**src/rtl/word_serializer.sv**
```systemverilog
// Word serializer: an 18-bit-wide FIFO feeding a UART-style framer
// (start, 16 data bits LSB first, parity, stop) with an idle gap after each message.
//
// state | meaning
// IDLE  | line high, waiting for a queued word
// SHIFT | frame bits on SDO, BIT_DIV cycles per bit
// GAP   | line high after the last word of a message

module word_serializer #(
  parameter int BIT_DIV     = 4,
  parameter int FIFO_AW     = 4,
  parameter int BUSY_THRESH = 14,
  parameter int GAP_BITS    = 2
) (
  input  logic        CLK,
  input  logic        RST,
  input  logic        ENA,
  input  logic [15:0] DATA_IN,
  input  logic [7:0]  PAYLOAD_LEN,
  input  logic        PARITY_IN,
  output logic        SDO,
  output logic        SERIALIZER_BUSY,
  output logic        MSG_DONE,
  output logic        OVERFLOW
);

  localparam int DEPTH   = 1 << FIFO_AW;
  localparam int FW      = FIFO_AW + 1;
  localparam int GAP_CYC = GAP_BITS * BIT_DIV;
  localparam int TW      = $clog2((GAP_CYC > BIT_DIV) ? GAP_CYC : BIT_DIV) + 1;

  typedef enum logic [1:0] {IDLE, SHIFT, GAP} state_t;

  logic [17:0]        mem [DEPTH];
  logic [17:0]        head;
  logic [FIFO_AW-1:0] wr_ptr, rd_ptr;
  logic [FW-1:0]      fill, fill_nxt;
  logic               full, empty, push, pop;
  logic [7:0]         in_cnt, len_q, len_eff;
  logic               par_q, par_eff, in_last;

  state_t             state_q, state_nxt;
  logic [TW-1:0]      tmr_q, tmr_nxt;
  logic [4:0]         idx_q, idx_nxt;
  logic [17:0]        shreg_q, shreg_nxt;
  logic               last_q, last_nxt;
  logic               sdo_nxt, done_nxt, load;

  assign full     = (fill == FW'(DEPTH));
  assign empty    = (fill == '0);
  assign push     = ENA && !full;
  assign head     = mem[rd_ptr];
  assign fill_nxt = fill + FW'(push) - FW'(pop);

  // The first word of a message uses the live length/parity; later words use the latched copy.
  assign len_eff = (in_cnt == 8'd0) ? PAYLOAD_LEN : len_q;
  assign par_eff = (in_cnt == 8'd0) ? PARITY_IN : par_q;
  assign in_last = (in_cnt == len_eff - 8'd1);

  always_ff @(posedge CLK or negedge RST) begin
    if (!RST) begin
      in_cnt          <= 8'd0;
      len_q           <= 8'd0;
      par_q           <= 1'b0;
      wr_ptr          <= '0;
      rd_ptr          <= '0;
      fill            <= '0;
      OVERFLOW        <= 1'b0;
      SERIALIZER_BUSY <= 1'b0;
    end else begin
      if (ENA) begin
        in_cnt <= in_last ? 8'd0 : in_cnt + 8'd1;
        if (in_cnt == 8'd0) begin
          len_q <= PAYLOAD_LEN;
          par_q <= PARITY_IN;
        end
        if (full) OVERFLOW <= 1'b1;
      end
      if (push) wr_ptr <= wr_ptr + FIFO_AW'(1);
      if (pop)  rd_ptr <= rd_ptr + FIFO_AW'(1);
      fill            <= fill_nxt;
      SERIALIZER_BUSY <= (fill_nxt >= FW'(BUSY_THRESH));
    end
  end

  always_ff @(posedge CLK) begin
    if (push) mem[wr_ptr] <= {in_last, par_eff, DATA_IN};
  end

  always_ff @(posedge CLK or negedge RST) begin
    if (!RST) begin
      state_q  <= IDLE;
      tmr_q    <= '0;
      idx_q    <= 5'd0;
      shreg_q  <= 18'd0;
      last_q   <= 1'b0;
      SDO      <= 1'b1;
      MSG_DONE <= 1'b0;
    end else begin
      state_q  <= state_nxt;
      tmr_q    <= tmr_nxt;
      idx_q    <= idx_nxt;
      shreg_q  <= shreg_nxt;
      last_q   <= last_nxt;
      SDO      <= sdo_nxt;
      MSG_DONE <= done_nxt;
    end
  end

  always_comb begin
    state_nxt = state_q;
    tmr_nxt   = tmr_q;
    idx_nxt   = idx_q;
    shreg_nxt = shreg_q;
    last_nxt  = last_q;
    sdo_nxt   = SDO;
    done_nxt  = 1'b0;
    load      = 1'b0;
    pop       = 1'b0;
    case (state_q)
      IDLE: begin
        sdo_nxt = 1'b1;
        if (!empty) load = 1'b1;
      end
      SHIFT: begin
        if (tmr_q != '0) begin
          tmr_nxt = tmr_q - TW'(1);
        end else if (idx_q != 5'd18) begin
          idx_nxt   = idx_q + 5'd1;
          sdo_nxt   = shreg_q[0];
          shreg_nxt = {1'b0, shreg_q[17:1]};
          tmr_nxt   = TW'(BIT_DIV - 1);
        end else if (last_q) begin
          state_nxt = GAP;
          sdo_nxt   = 1'b1;
          tmr_nxt   = TW'(GAP_CYC - 1);
        end else if (!empty) begin
          load = 1'b1;
        end else begin
          state_nxt = IDLE;
          sdo_nxt   = 1'b1;
        end
      end
      GAP: begin
        sdo_nxt = 1'b1;
        if (tmr_q != '0) begin
          tmr_nxt = tmr_q - TW'(1);
        end else begin
          state_nxt = IDLE;
          done_nxt  = 1'b1;
        end
      end
      default: begin
        state_nxt = IDLE;
        sdo_nxt   = 1'b1;
      end
    endcase
    // Start bit goes out directly; the shift register holds data, parity, stop.
    if (load) begin
      pop       = 1'b1;
      state_nxt = SHIFT;
      sdo_nxt   = 1'b0;
      idx_nxt   = 5'd0;
      tmr_nxt   = TW'(BIT_DIV - 1);
      last_nxt  = head[17];
      shreg_nxt = {1'b1, (^head[15:0]) ^ head[16], head[15:0]};
    end
  end

endmodule

```
**config.mk**
```make
export PLATFORM = sky130hd
export DESIGN_NAME = word_serializer
export DESIGN_NICKNAME = d
export VERILOG_FILES = /design/src/rtl/word_serializer.sv
export SDC_FILE = /design/constraint.sdc
export NUM_CORES = 1
export LEC_CHECK = 0
export BUFFER_PORTS_ARGS = -buffer_cell sky130_fd_sc_hd__buf_4
export CORE_ASPECT_RATIO = 0.6
export CORE_MARGIN = 2
export CORE_UTILIZATION = 56
export CTS_CLUSTER_DIAMETER = 100
export CTS_CLUSTER_SIZE = 24
export DETAILED_ROUTE_END_ITERATION = 10
export PLACE_DENSITY = 0.75
export SYNTH_ARGS = -nofsm -noshare
export SYNTH_HDL_FRONTEND = slang
export SYNTH_SLANG_ARGS = --single-unit
```
**constraint.sdc**
```tcl
create_clock -name CLK -period 3.3 [get_ports CLK]
set_input_delay 0.33 -clock CLK [delete_from_list [all_inputs] [get_ports CLK]]
set_output_delay 0.33 -clock CLK [all_outputs]
set_load 0.05 [all_outputs]
```
=== After elaboration in Yosys (flattened, before gate mapping) ===
Memories as Yosys holds them, arrays and structs flattened.
Index checks and enable logic that the tools add are counted.

* Bits in registers: 64
* RAM bits: 288
* Output and inout bits: 4
* Logic and storage cells: 95
* Memories: 1

* Add/sub/neg operators: 8
* Magnitude comparators: 1
* Eq/ne operators: 14
* Multiplexer cells: 40
* Bitwise operators: 1
* Reduce and logical (&&, ||, !) cells: 15

{| class="wikitable"
|+ Memory list
! name !! words !! bits a word !! read ports !! clocked after Yosys merged registers in !! write ports !! line !! RTL
|-
| mem || 16 || 18 || 1 || 0 || 1 || 34 || <nowiki>logic [17:0] mem [DEPTH];</nowiki>
|}

{| class="wikitable"
|+ Operator list
! cell !! number
|-
| $mux W18 || 4
|-
| $mux W4 || 5
|-
| $mux W5 || 4
|-
| $mux W1 || 16
|-
| $mux W8 || 2
|-
| $reduce_xor A16 Y1 || 1
|-
| $ne A5 B5 Y1 const B || 3
|-
| $mux W2 || 6
|-
| $ne A3 B3 Y1 const B || 4
|-
| $add A4 B1 Y4 const B || 2
|-
| $add A8 B1 Y8 const B || 1
|-
| $eq A8 B8 Y1 || 1
|-
| $logic_not A8 Y1 || 1
|-
| $pmux W4 S2 || 1
|-
| $sub A8 B1 Y8 const B || 1
|-
| $pmux W2 S3 || 1
|-
| $reduce_and A3 Y1 || 2
|-
| $add A5 B1 Y5 || 1
|-
| $add A5 B1 Y5 const B || 1
|-
| $eq A5 B5 Y1 const B || 1
|-
| $ge A5 B4 Y1 const B || 1
|-
| $logic_not A5 Y1 || 1
|-
| $reduce_and A5 Y1 || 1
|-
| $sub A5 B1 Y5 || 1
|-
| 14 further kinds || 17
|}

=== Longest topological paths before layout ===
Gate-level depths: netlist of run 1.

* Depth in word-level cells: 9
* Depth in mapped cells: 15

=== Least setup slack after synthesis of run 1 ===
No wires, ideal clock.

* Path type: register to register
* Start point: register fill[2]
* End point: memory mem[0][0] (enable)
* Library setup time: 0.439 ns
* Arrival time: 2.942 ns
* Data required time: 2.861 ns
* Setup slack: -0.081 ns
* Stages on the path, launching flop included: 8
* Period minus slack after synthesis: 3.381 ns
* Path through: dfrtp_1 > inv_1 > ha_1 > nor4bb_1 > nor2b_1 > clkbuf_1 > inv_1 > nor4_1

* Cells in the longest elaborated chain, start to end: 5

{| class="wikitable"
|+ RTL lines
! item !! line !! RTL
|-
| from (decl) || 37 || <nowiki>logic [FW-1:0] fill, fill_nxt;</nowiki>
|-
| from (signal assigned) || 81 || <nowiki>fill <= fill_nxt;</nowiki>
|-
| $eq A5 B5 Y1 || 49 || <nowiki>assign full = (fill == FW'(DEPTH));</nowiki>
|-
| $logic_not A1 Y1 || 51 || <nowiki>assign push = ENA && !full;</nowiki>
|-
| $logic_and A1 B1 Y1 || 51 ||
|-
| $mux W1 || 87 || <nowiki>if (push) mem[wr_ptr] <= {in_last, par_eff, DATA_IN};</nowiki>
|-
| $mux W1 (not written as such) || 87 ||
|-
| to (decl) || 34 ||
|}

Every way passes these cells.

=== Worst setup path after layout of run 1 ===
* Start point: register rd_ptr[0]
* End point: register shreg_q[16]

* Cells in the longest elaborated chain, start to end: 4

{| class="wikitable"
|+ RTL lines
! item !! line !! RTL
|-
| from (decl) || 36 || <nowiki>logic [FIFO_AW-1:0] wr_ptr, rd_ptr;</nowiki>
|-
| from (signal assigned) || 80 || <nowiki>if (pop) rd_ptr <= rd_ptr + FIFO_AW'(1);</nowiki>
|-
| $mem_v2 Z16 W18 (*) || -- ||
|-
| $reduce_xor A16 Y1 || 166 || <nowiki>shreg_nxt = {1'b1, (^head[15:0]) ^ head[16], head[15:0]};</nowiki>
|-
| $xor A1 B1 Y1 (*) || 166 ||
|-
| $mux W18 (*) || 159 || <nowiki>if (load) begin</nowiki>
|-
| to (signal assigned) || 103 || <nowiki>shreg_q <= shreg_nxt;</nowiki>
|-
| to (decl) || 45 || <nowiki>logic [17:0] shreg_q, shreg_nxt;</nowiki>
|}

Mark *: on every way between the ends. The rest lies on a longest branch, timed or not.
A chain may end at the register's enable or synchronous reset.

==> results of run 1 <==
path summary, 6_finish.rpt:
| kind | endpoint | cells past startpoint |
|---|---|---|
| max reg2reg | shreg_q[16] | 7 |
| min in group asynchronous | shreg_q[13] | 2 |
| min reg2reg | OVERFLOW | 1 |
| max in group asynchronous | rd_ptr[0] | 2 |
| max | shreg_q[16] | 7 |
| min | len_q[4] | 2 |
per-stage QoR:
| stage | worst slack [ps] | power [W] | setup TNS (ps) | utilization [%] |
|---|---|---|---|---|
| after CTS | 64.3 | 0.00985 | 0 | 63.2 |
| after global placement | 291 | 0.00731 | 0 | 61.0 |
| final | 139 | 0.00987 | 0 | 63.4 |
| after global routing | 14.0 | 0.0103 | 0 | 63.4 |
| after floorplan | -81.4 | 0.00679 | -5860 | - |
| after detailed placement | 134 | 0.00747 | 0 | 61.0 |
cell families (layout without fill, tap and decap cells):
family          Yosys count  count (layout)  synth area share, %
compound gates           86              86                 4.03
mux                      96              96                 13.9
xor+xnor                 44              44                 2.80
buf+inv                  54             132                 1.84
flops                   352             352                 70.6
fa+ha+maj                19              19                 1.69
simple gates            153             153                 5.13
flip-flops by register name (all words and copies together) (netlist names):
| register | count |
|---|---|
| state_q | 2 |
| par_q | 1 |
| wr_ptr | 4 |
| idx_q | 5 |
| in_cnt | 8 |
| rd_ptr | 4 |
| last_q | 1 |
| tmr_q | 4 |
| MSG_DONE | 1 |
| mem | 288 |
| shreg_q | 18 |
| SDO | 1 |
| OVERFLOW | 1 |
| len_q | 8 |
| SERIALIZER_BUSY | 1 |
| fill | 5 |
Yosys cell counts, types with 6 or more instances:
| cell type | number |
|---|---|
| clkbuf_1 | 14 |
| nand4_1 | 6 |
| inv_1 | 19 |
| a21oi_1 | 15 |
| edfxtp_1 | 288 |
| o21ai_0 | 16 |
| mux4_2 | 71 |
| nand3_1 | 9 |
| nand2_1 | 54 |
| mux4_1 | 10 |
| mux2_2 | 8 |
| nor3_1 | 6 |
| xor2_1 | 16 |
| xnor2_1 | 26 |
| buf_1 | 7 |
| mux2i_1 | 7 |
| a22oi_1 | 23 |
| and2_1 | 9 |
| buf_2 | 6 |
| nor2_1 | 38 |
| ha_1 | 18 |
| o22ai_1 | 6 |
| dfrtp_1 | 63 |
report_power, final:
group | total [W] | switching [W] | internal [W] | leakage (nW)
sequential | 0.00565 | 0.000292 | 0.00536 | 3.40
combinational | 0.00181 | 0.00106 | 0.000749 | 1.97
clock | 0.00241 | 0.00132 | 0.00109 | 0.253
area by class of cell:
cell class,instances,area [um2]
clock buffer,31,520
clock inverter,1,8.76
fill,1725,9290
inverter,20,75.1
multi-input combinational,398,4080
sequential,352,10300
tap,352,440
timing repair buffer,80,716
repair_timing:
action,in CTS,in global routing
setup buffers,0,2
hold endpoints to repair,63,0
hold buffers,1,0
resized for setup,0,8
endpoints found under the setup margin,0,24
routing by layer:
| layer | vias up | wire length [um] | GRT usage, % |
|---|---|---|---|
| met2 | 392 | 15000 | 38.6 |
| met3 | 47 | 3180 | 5.64 |
| met5 | - | 16 | 0 |
| met1 | 4081 | 13200 | 35.6 |
| li1 | 3304 | - | - |
| met4 | 2 | 568 | 4.23 |
==> impl_metrics.toml, run 1 <==
[run_status]
status = "finished, final reports clean"

[timing]
setup_violations = 0
final.period_utilization_pct = 95.8
grt_setup_unrepaired = "false"
whs_ps = 77.0
fmax_mhz = 316
post-route-min-period_ps = 3160
hold_violations = 0
max-slew-margin-rel_pct = 43.5
worst_slew_pin_slew_ps = 848
drv_slew = 0
clock_skew_ps = 11.3

[critical_path]
path_class = "reg2reg"
cp.arrival_ps = 3560
end_kind = "flop"
path_buf_inv = 0
cp.required_ps = 3690
slowest_stage = "dfrtp_4"
worstPathMaxFanout = 13
critPathTopFamily = "XOR/XNOR gates"
timing.rr.start = "rd_ptr[0]"
start_kind = "flop"
path_cells = "mux4_2, mux4_2, xor2_1, xnor2_1, xnor3_1, xnor2_1, o21ai_1"
startpoint = "rd_ptr[0]"
regToRegSetupSlack_ps = 140
cpPeakStageDelay_ps = 620

[synthesis]
ys_seq_area_share_pct = 70.6
synth.avg_cell_area_um2 = 18.1
syn-instance-count = 804
ys_async_sr_fraction_pct = 18.2
synth_warnings = 0
synth_cell_types = 62
synth_edf_count = 288
yosys.area.top_type = "edfxtp_1"
synth.area.top_cells = "edfxtp_1 (60%), mux4_2 (11%), dfrtp_1 (11%), mux4_1 (1.8%), xnor2_1 (1.6%)"
syn_area_um2 = 14500
yosys.area.top_type_share_pct = 59.5
synth-seq-cells = 352
ys.flop_type = "edfxtp_1"
synth_fp_nets = 851

[placement]
dp_cells = 1199
dpl-instance-area_um2 = 15500
hpwl_mm = 20.3
port_buffers = 31
place.gp.congestion = 0.809

[clocking]
clockBufferDepth = 3
root_buffer = "clkbuf_16"
worstSkewPairLatency_ps = 520
clk_pin_slew_ps = 100
clock_sinks = 352
cts_max_level = 1
numCtsBuffers = 18
cts_tree = "done"

[route]
drt-pass1-iter-count = 5
ant_nets = 0
vias = 7826
wl_per_cell_um = 25.9
totalWireLength_mm = 32.0
avgViaCountPerCell = 6.34
drtIter0Drc = 927
drc_errors = 0

[pwr]
powerDensity_nw_per_um2 = 613
p_leak_nw = 5.63
ir_drop_v = 0.000409

[run]
maxCapViolCount = 0

[min_path]
hold_path.class = "in2reg"
min-delay-start = "PAYLOAD_LEN[4]"

[global_route]
grt_max_degree = 65
grt_first_pass_wirelength_mm = 48.0
track_usage_pct = 24.3
grt_overflow = 0
antenna_found_initial = 1
first_global_vias = 7829

[layout]
fin_cells = 1234
layout.nets = 917
final_cell_mix = "edfxtp_1 (288), mux4_2 (71), buf_4 (70)"
n_antenna_cell = 0
layout-drive-gt1-share_pct = 22.9
syn2layout_area_growth_pct = 10.9
final_common_cell = "edfxtp_1"
fin_area_um2 = 16100

[floorplan]
rows = 45
die-height_um = 129
die-area_um2 = 27300
core_um2 = 25400
initial_core_util_pct = 57.2
ioPinCount = 32
die_x_um = 212
Note: power is estimated with default switching activity, not from simulation.
==> run 2, diff against run 1 <==
--- a/config.mk
+++ b/config.mk
@@ -7,12 +7,11 @@
 export LEC_CHECK = 0
 export BUFFER_PORTS_ARGS = -buffer_cell sky130_fd_sc_hd__buf_4
 export CORE_ASPECT_RATIO = 0.6
-export CORE_MARGIN = 2
-export CORE_UTILIZATION = 56
+export CORE_UTILIZATION = 49
 export CTS_CLUSTER_DIAMETER = 100
 export CTS_CLUSTER_SIZE = 24
 export DETAILED_ROUTE_END_ITERATION = 10
-export PLACE_DENSITY = 0.75
+export PLACE_DENSITY = 0.67
 export SYNTH_ARGS = -nofsm -noshare
 export SYNTH_HDL_FRONTEND = slang
 export SYNTH_SLANG_ARGS = --single-unit
==> run 2 against run 1 <==
  * Design area increased by 0.68%
  * Die area increased by 11%
  * First-iteration DRC count decreased by 22%
  * Non-clock buffer count increased by 15
==> impl_metrics.toml, run 2 (synthesis results as in run 1) <==
[run_status]
status = "finished, final reports clean"

[floorplan]
core_um2 = 28900
rows = 48
die-height_um = 135
ioPinCount = 32
initial_core_util_pct = 50.2
die_x_um = 224
die-area_um2 = 30400

[critical_path]
worstPathMaxFanout = 9
reg2regPathDepth = 8
regToRegSetupSlack_ps = 160
timing.rr.start = "rd_ptr[0]"
cpPeakStageDelay_ps = 550
start_kind = "flop"
cp.arrival_ps = 3550
end_kind = "flop"
worstReg2RegEnd = "shreg_q[16]"
cp.required_ps = 3710
path_cells = "buf_4, mux4_2, mux4_2, xor2_1, xnor2_1, xnor3_1, xnor2_1, o21ai_1"
path_class = "reg2reg"
slowest_stage = "dfrtp_4"

[run]
maxCapViolCount = 0

[placement]
port_buffers = 31
pre_cts_ws_ps = 200
dpl-instance-area_um2 = 15600
hpwl_mm = 20.8
place.gp.congestion = 0.839

[timing]
worst_slew_pin_slew_ps = 1080
clock_skew_ps = 16.3
final.period_utilization_pct = 95.0
grt_setup_unrepaired = "false"
fmax_mhz = 319
post-route-min-period_ps = 3140
drv_slew = 0
max-slew-margin-rel_pct = 27.6
whs_ps = 40.0
fin_ws_ps = 163
setup_violations = 0
hold_violations = 0

[min_path]
hold_path.class = "in2reg"
hold_depth = 2
min-delay-start = "PAYLOAD_LEN[7]"
holdPathEnd = "len_q[7]"

[pwr]
p_total_w = 0.00988
ir_drop_v = 0.000344
p_int_w = 0.00720
powerDensity_nw_per_um2 = 609
seq_power_share_pct = 56.9
comb_power_share_pct = 18.3
p_leak_nw = 5.68
switchingPower_w = 0.00268
power_frac_clock_pct = 24.8
switching_share_pct = 27.2

[clocking]
numCtsBuffers = 18
cts_tree = "done"
worstSkewPairLatency_ps = 530
cts_max_level = 1
root_buffer = "clkbuf_16"
clock_sinks = 352
clk_pin_slew_ps = 100
clockBufferDepth = 3

[route]
vias = 7655
totalWireLength_mm = 31.9
drtIter0Drc = 723
wl_per_cell_um = 24.6
ant_nets = 0
avgViaCountPerCell = 5.90
drc_errors = 0
drt-pass1-iter-count = 5

[global_route]
first_global_vias = 7345
grt_max_degree = 65
track_usage_pct = 21.8
grt_overflow = 0
grt_first_pass_wirelength_mm = 48.0
antenna_found_initial = 0

[layout]
fin_area_um2 = 16200
layout.nets = 932
post-route-util_pct = 56.0
n_antenna_cell = 0
final_cell_mix = "edfxtp_1 (288), buf_4 (88), mux4_2 (71)"
layout-drive-gt1-share_pct = 24.0
syn2layout_area_growth_pct = 11.6
largest_register_ffs = 288
reg_top3 = "mem (288), shreg_q (18)"
top_register = "mem"
final_common_cell = "edfxtp_1"
-- run 2: layer usage --
metal  vias to the layer above  GRT usage, %  part of all wire, %
li1                       3331             -                    -
met3                        23          4.47                  8.6
met2                       312          30.5                   42
met1                      3989          35.9                   48
met4                         0          2.87                  1.1
met5                         -             0                    0
-- run 2: through the flow --
step	setup TNS, ps	std cells
after floorplan	-5860	804
after global placement	0	1263
after detailed placement	0	1263
after CTS	0	1296
after global routing	0	1297
final	0	1297
-- run 2: how the worst max path moves through the flow --
stage          depth (start not counted)               to  startpoint
2_1_floorplan                          7        mem[0][0]     fill[2]
3_3_place_gp                          14  SERIALIZER_BUSY    idx_q[0]
3_5_place_dp                          14  SERIALIZER_BUSY    idx_q[0]
4_1_cts                               14  SERIALIZER_BUSY    idx_q[0]
5_1_grt                               14  SERIALIZER_BUSY    tmr_q[0]
6_report                               8      shreg_q[16]   rd_ptr[0]
-- run 2: critical path, delay by kind of cell, from the launching register on --
family	cells	cell delay, ps
XOR/XNOR	4	1150
multiplexers	2	1050
flip-flops	1	550
AO/OA/AOI/OAI	1	80
buffers and inverters	1	190
-- run 2: layout make-up --
cell class / count / area, um2
timing repair buffer: 95 / 791
multi-input combinational: 398 / 4060
tap: 400 / 500
clock buffer: 31 / 520
clock inverter: 1 / 8.76
inverter: 20 / 75.1
sequential: 352 / 10300
fill: 2246 / 12700
-- run 2: what timing repair did --
| item | in CTS | in global routing |
|---|---|---|
| setup buffers | 0 | 1 |
| setup endpoints to repair | 0 | 3 |
| gates resized for setup | 0 | 3 |
| hold buffers | 1 | 0 |
| endpoints found under the hold margin | 63 | 0 |
-- run 2: power by group through the flow --
stage	Clock, W	Combinational [W]	Sequential, W
after global routing	0.00265	0.00196	0.00567
after CTS	0.00249	0.00178	0.00562
after global placement	0	0.00173	0.00570
after floorplan	0	0.00112	0.00566
after detailed placement	0	0.00177	0.00571
final	0.00245	0.00180	0.00562
==> run 3, diff against run 2 <==
--- a/config.mk
+++ b/config.mk
@@ -11,7 +11,6 @@
 export CTS_CLUSTER_DIAMETER = 100
 export CTS_CLUSTER_SIZE = 24
 export DETAILED_ROUTE_END_ITERATION = 10
-export PLACE_DENSITY = 0.67
 export SYNTH_ARGS = -nofsm -noshare
 export SYNTH_HDL_FRONTEND = slang
 export SYNTH_SLANG_ARGS = --single-unit
==> constraint.sdc (replaced) <==
create_clock -name CLK -period 3.5 [get_ports CLK]
set_input_delay 0.35 -clock CLK [delete_from_list [all_inputs] [get_ports CLK]]
set_output_delay 0.35 -clock CLK [all_outputs]
set_load 0.05 [all_outputs]
==> run 3 against run 2 <==
  * Critical path depth up 5
  * Combinational power is 7% lower
  * Non-clock buffer count fell by 17
  * Hold slack gained 25 ps
  * Sequential power down 5.2%
  * Highest routed layer unchanged
==> impl_metrics.toml, run 3 (synthesis results as in run 1) <==
[run_status]
status = "finished, final reports clean"

[min_path]
holdPathEnd = "len_q[6]"
hold_path.class = "in2reg"
hold_depth = 2
min-delay-start = "PAYLOAD_LEN[6]"

[global_route]
grt_overflow = 0
antenna_found_initial = 0
grt_first_pass_wirelength_mm = 48.4
first_global_vias = 7583
grt_max_degree = 65
track_usage_pct = 22.1

[timing]
drv_slew = 0
worst_slew_pin_slew_ps = 900
grt_setup_unrepaired = "false"
setup_violations = 0
post-route-min-period_ps = 3230
max-slew-margin-rel_pct = 40.0
hold_violations = 0
timing.setup.tns_ps = 0
final.period_utilization_pct = 92.3
fin_ws_ps = 271
fmax_mhz = 310
clock_skew_ps = 19.5

[critical_path]
cpPeakStageDelay_ps = 510
end_kind = "flop"
worstPathMaxFanout = 8
cp.required_ps = 3920
reg2regPathDepth = 13
timing.rr.start = "fill[2]"
path_cells = "inv_1, ha_1, nor4bb_1, nor2b_1, inv_1, ha_1, inv_1, ha_1, fa_1, a21oi_1, o21bai_1, xnor2_1, a31o_2"
slowest_stage = "nor2b_1"
cp.arrival_ps = 3650
path_class = "reg2reg"
critPathTopFamily = "adder cells"
worstReg2RegEnd = "SERIALIZER_BUSY"
path_buf_inv = 3
start_kind = "flop"
regToRegSetupSlack_ps = 270

[layout]
n_antenna_cell = 0
final_common_cell = "edfxtp_1"
largest_register_ffs = 288
layout.nets = 915
fin_area_um2 = 16000
multi_input_area_um2 = 4040
top_register = "mem"
syn2layout_area_growth_pct = 10.2
ff_latch_area_um2 = 10300
layout-drive-gt1-share_pct = 22.2
n_fill_cell = 2274
reg_top3 = "mem (288), shreg_q (18)"
final_cell_mix = "edfxtp_1 (288), buf_4 (75), mux4_2 (71)"

[floorplan]
die-height_um = 135
die_x_um = 224
initial_core_util_pct = 50.2
rows = 48
core_um2 = 28900
die-area_um2 = 30400
ioPinCount = 32

[route]
routed.top_layer = "met4"
drc_errors = 0
totalWireLength_mm = 32.5
drtIter0Drc = 655
met3_length_mm = 2.32
wl_per_cell_um = 25.4
wl_met2_mm = 14.4
drt-met1-wl_mm = 15.3
vias = 7551
drt-pass1-iter-count = 5
avgViaCountPerCell = 5.90
ant_nets = 0

[placement]
place.gp.congestion = 0.832
pre_cts_ws_ps = 262
dpl-instance-area_um2 = 15500
port_buffers = 31
hpwl_mm = 20.7

[pwr]
p_leak_nw = 5.58
powerDensity_nw_per_um2 = 580
ir_drop_v = 0.000281

[clocking]
root_buffer = "clkbuf_16"
clk_pin_slew_ps = 100
numCtsBuffers = 18
cts_max_level = 1
clockBufferDepth = 3
post-cts-setup-buffers = 0
worstSkewPairLatency_ps = 540
cts_resized = 0
cts_tree = "done"
clock_sinks = 352

[run]
maxCapViolCount = 0
## run 3: cell types whose count changed in the layout (fill, tap and decap cells not counted), sizes merged
cell and change:
buf -17, clkbuf -1, clkinv +1
## run 3: through the flow
| step | power (W) | std cells | hold WS (ps) | utilization, % |
|---|---|---|---|---|
| 6_report | 0.00928 | 1280 | 65.1 | 55.3 |
| 5_1_grt | 0.00964 | 1280 | 55.4 | 55.3 |
| 4_1_cts | 0.00934 | 1280 | 53.3 | 55.3 |
| 3_5_place_dp | 0.00709 | 1247 | 446 | 53.5 |
| 3_3_place_gp | 0.00697 | 1247 | 448 | 53.5 |
| 2_1_floorplan | 0.00640 | 804 | 54.4 | - |
## run 3: how the worst max path moves through the flow
stage | depth (start not counted) | startpoint | endpoint
2_1_floorplan | 7 | fill[2] | mem[0][0]
5_1_grt | 13 | fill[2] | SERIALIZER_BUSY
4_1_cts | 13 | fill[2] | SERIALIZER_BUSY
3_5_place_dp | 13 | fill[2] | SERIALIZER_BUSY
3_3_place_gp | 9 | rd_ptr[0] | shreg_q[16]
6_report | 13 | fill[2] | SERIALIZER_BUSY
## run 3: cell type report
cell class	count	share of cell area [%]
sequential	352	64.1
multi-input combinational	398	25.2
timing repair buffer	78	3.83
tap	400	3.13
clock buffer	30	3.10
inverter	20	0.469
clock inverter	2	0.156
## run 3: routing by layer
layer	vias up	GRT usage [%]
met5	-	0
met4	0	3.97
met3	34	4.32
met2	243	32.9
met1	3970	34.4
li1	3304	-
## run 3: repair_timing
item | in CTS | in global routing
hold endpoints to repair | 63 | 0
endpoints found under the setup margin | 0 | 0
hold buffers | 1 | 0
## run 3: worst register-to-register path, cell delays in order, from the launching register on
cell and delay, ps:
dfrtp_1 370, inv_1 70, ha_1 200, nor4bb_1 160
nor2b_1 510, inv_1 190, ha_1 320, inv_1 40
ha_1 200, fa_1 450, a21oi_1 160, o21bai_1 90
xnor2_1 150, a31o_2 220
## run 3: power breakdown
| part | total [W] | switching [W] | internal [W] |
|---|---|---|---|
| logic | 0.00167 | 0.000986 | 0.000685 |
| registers | 0.00533 | 0.000284 | 0.00505 |
| clock network | 0.00227 | 0.00128 | 0.000994 |
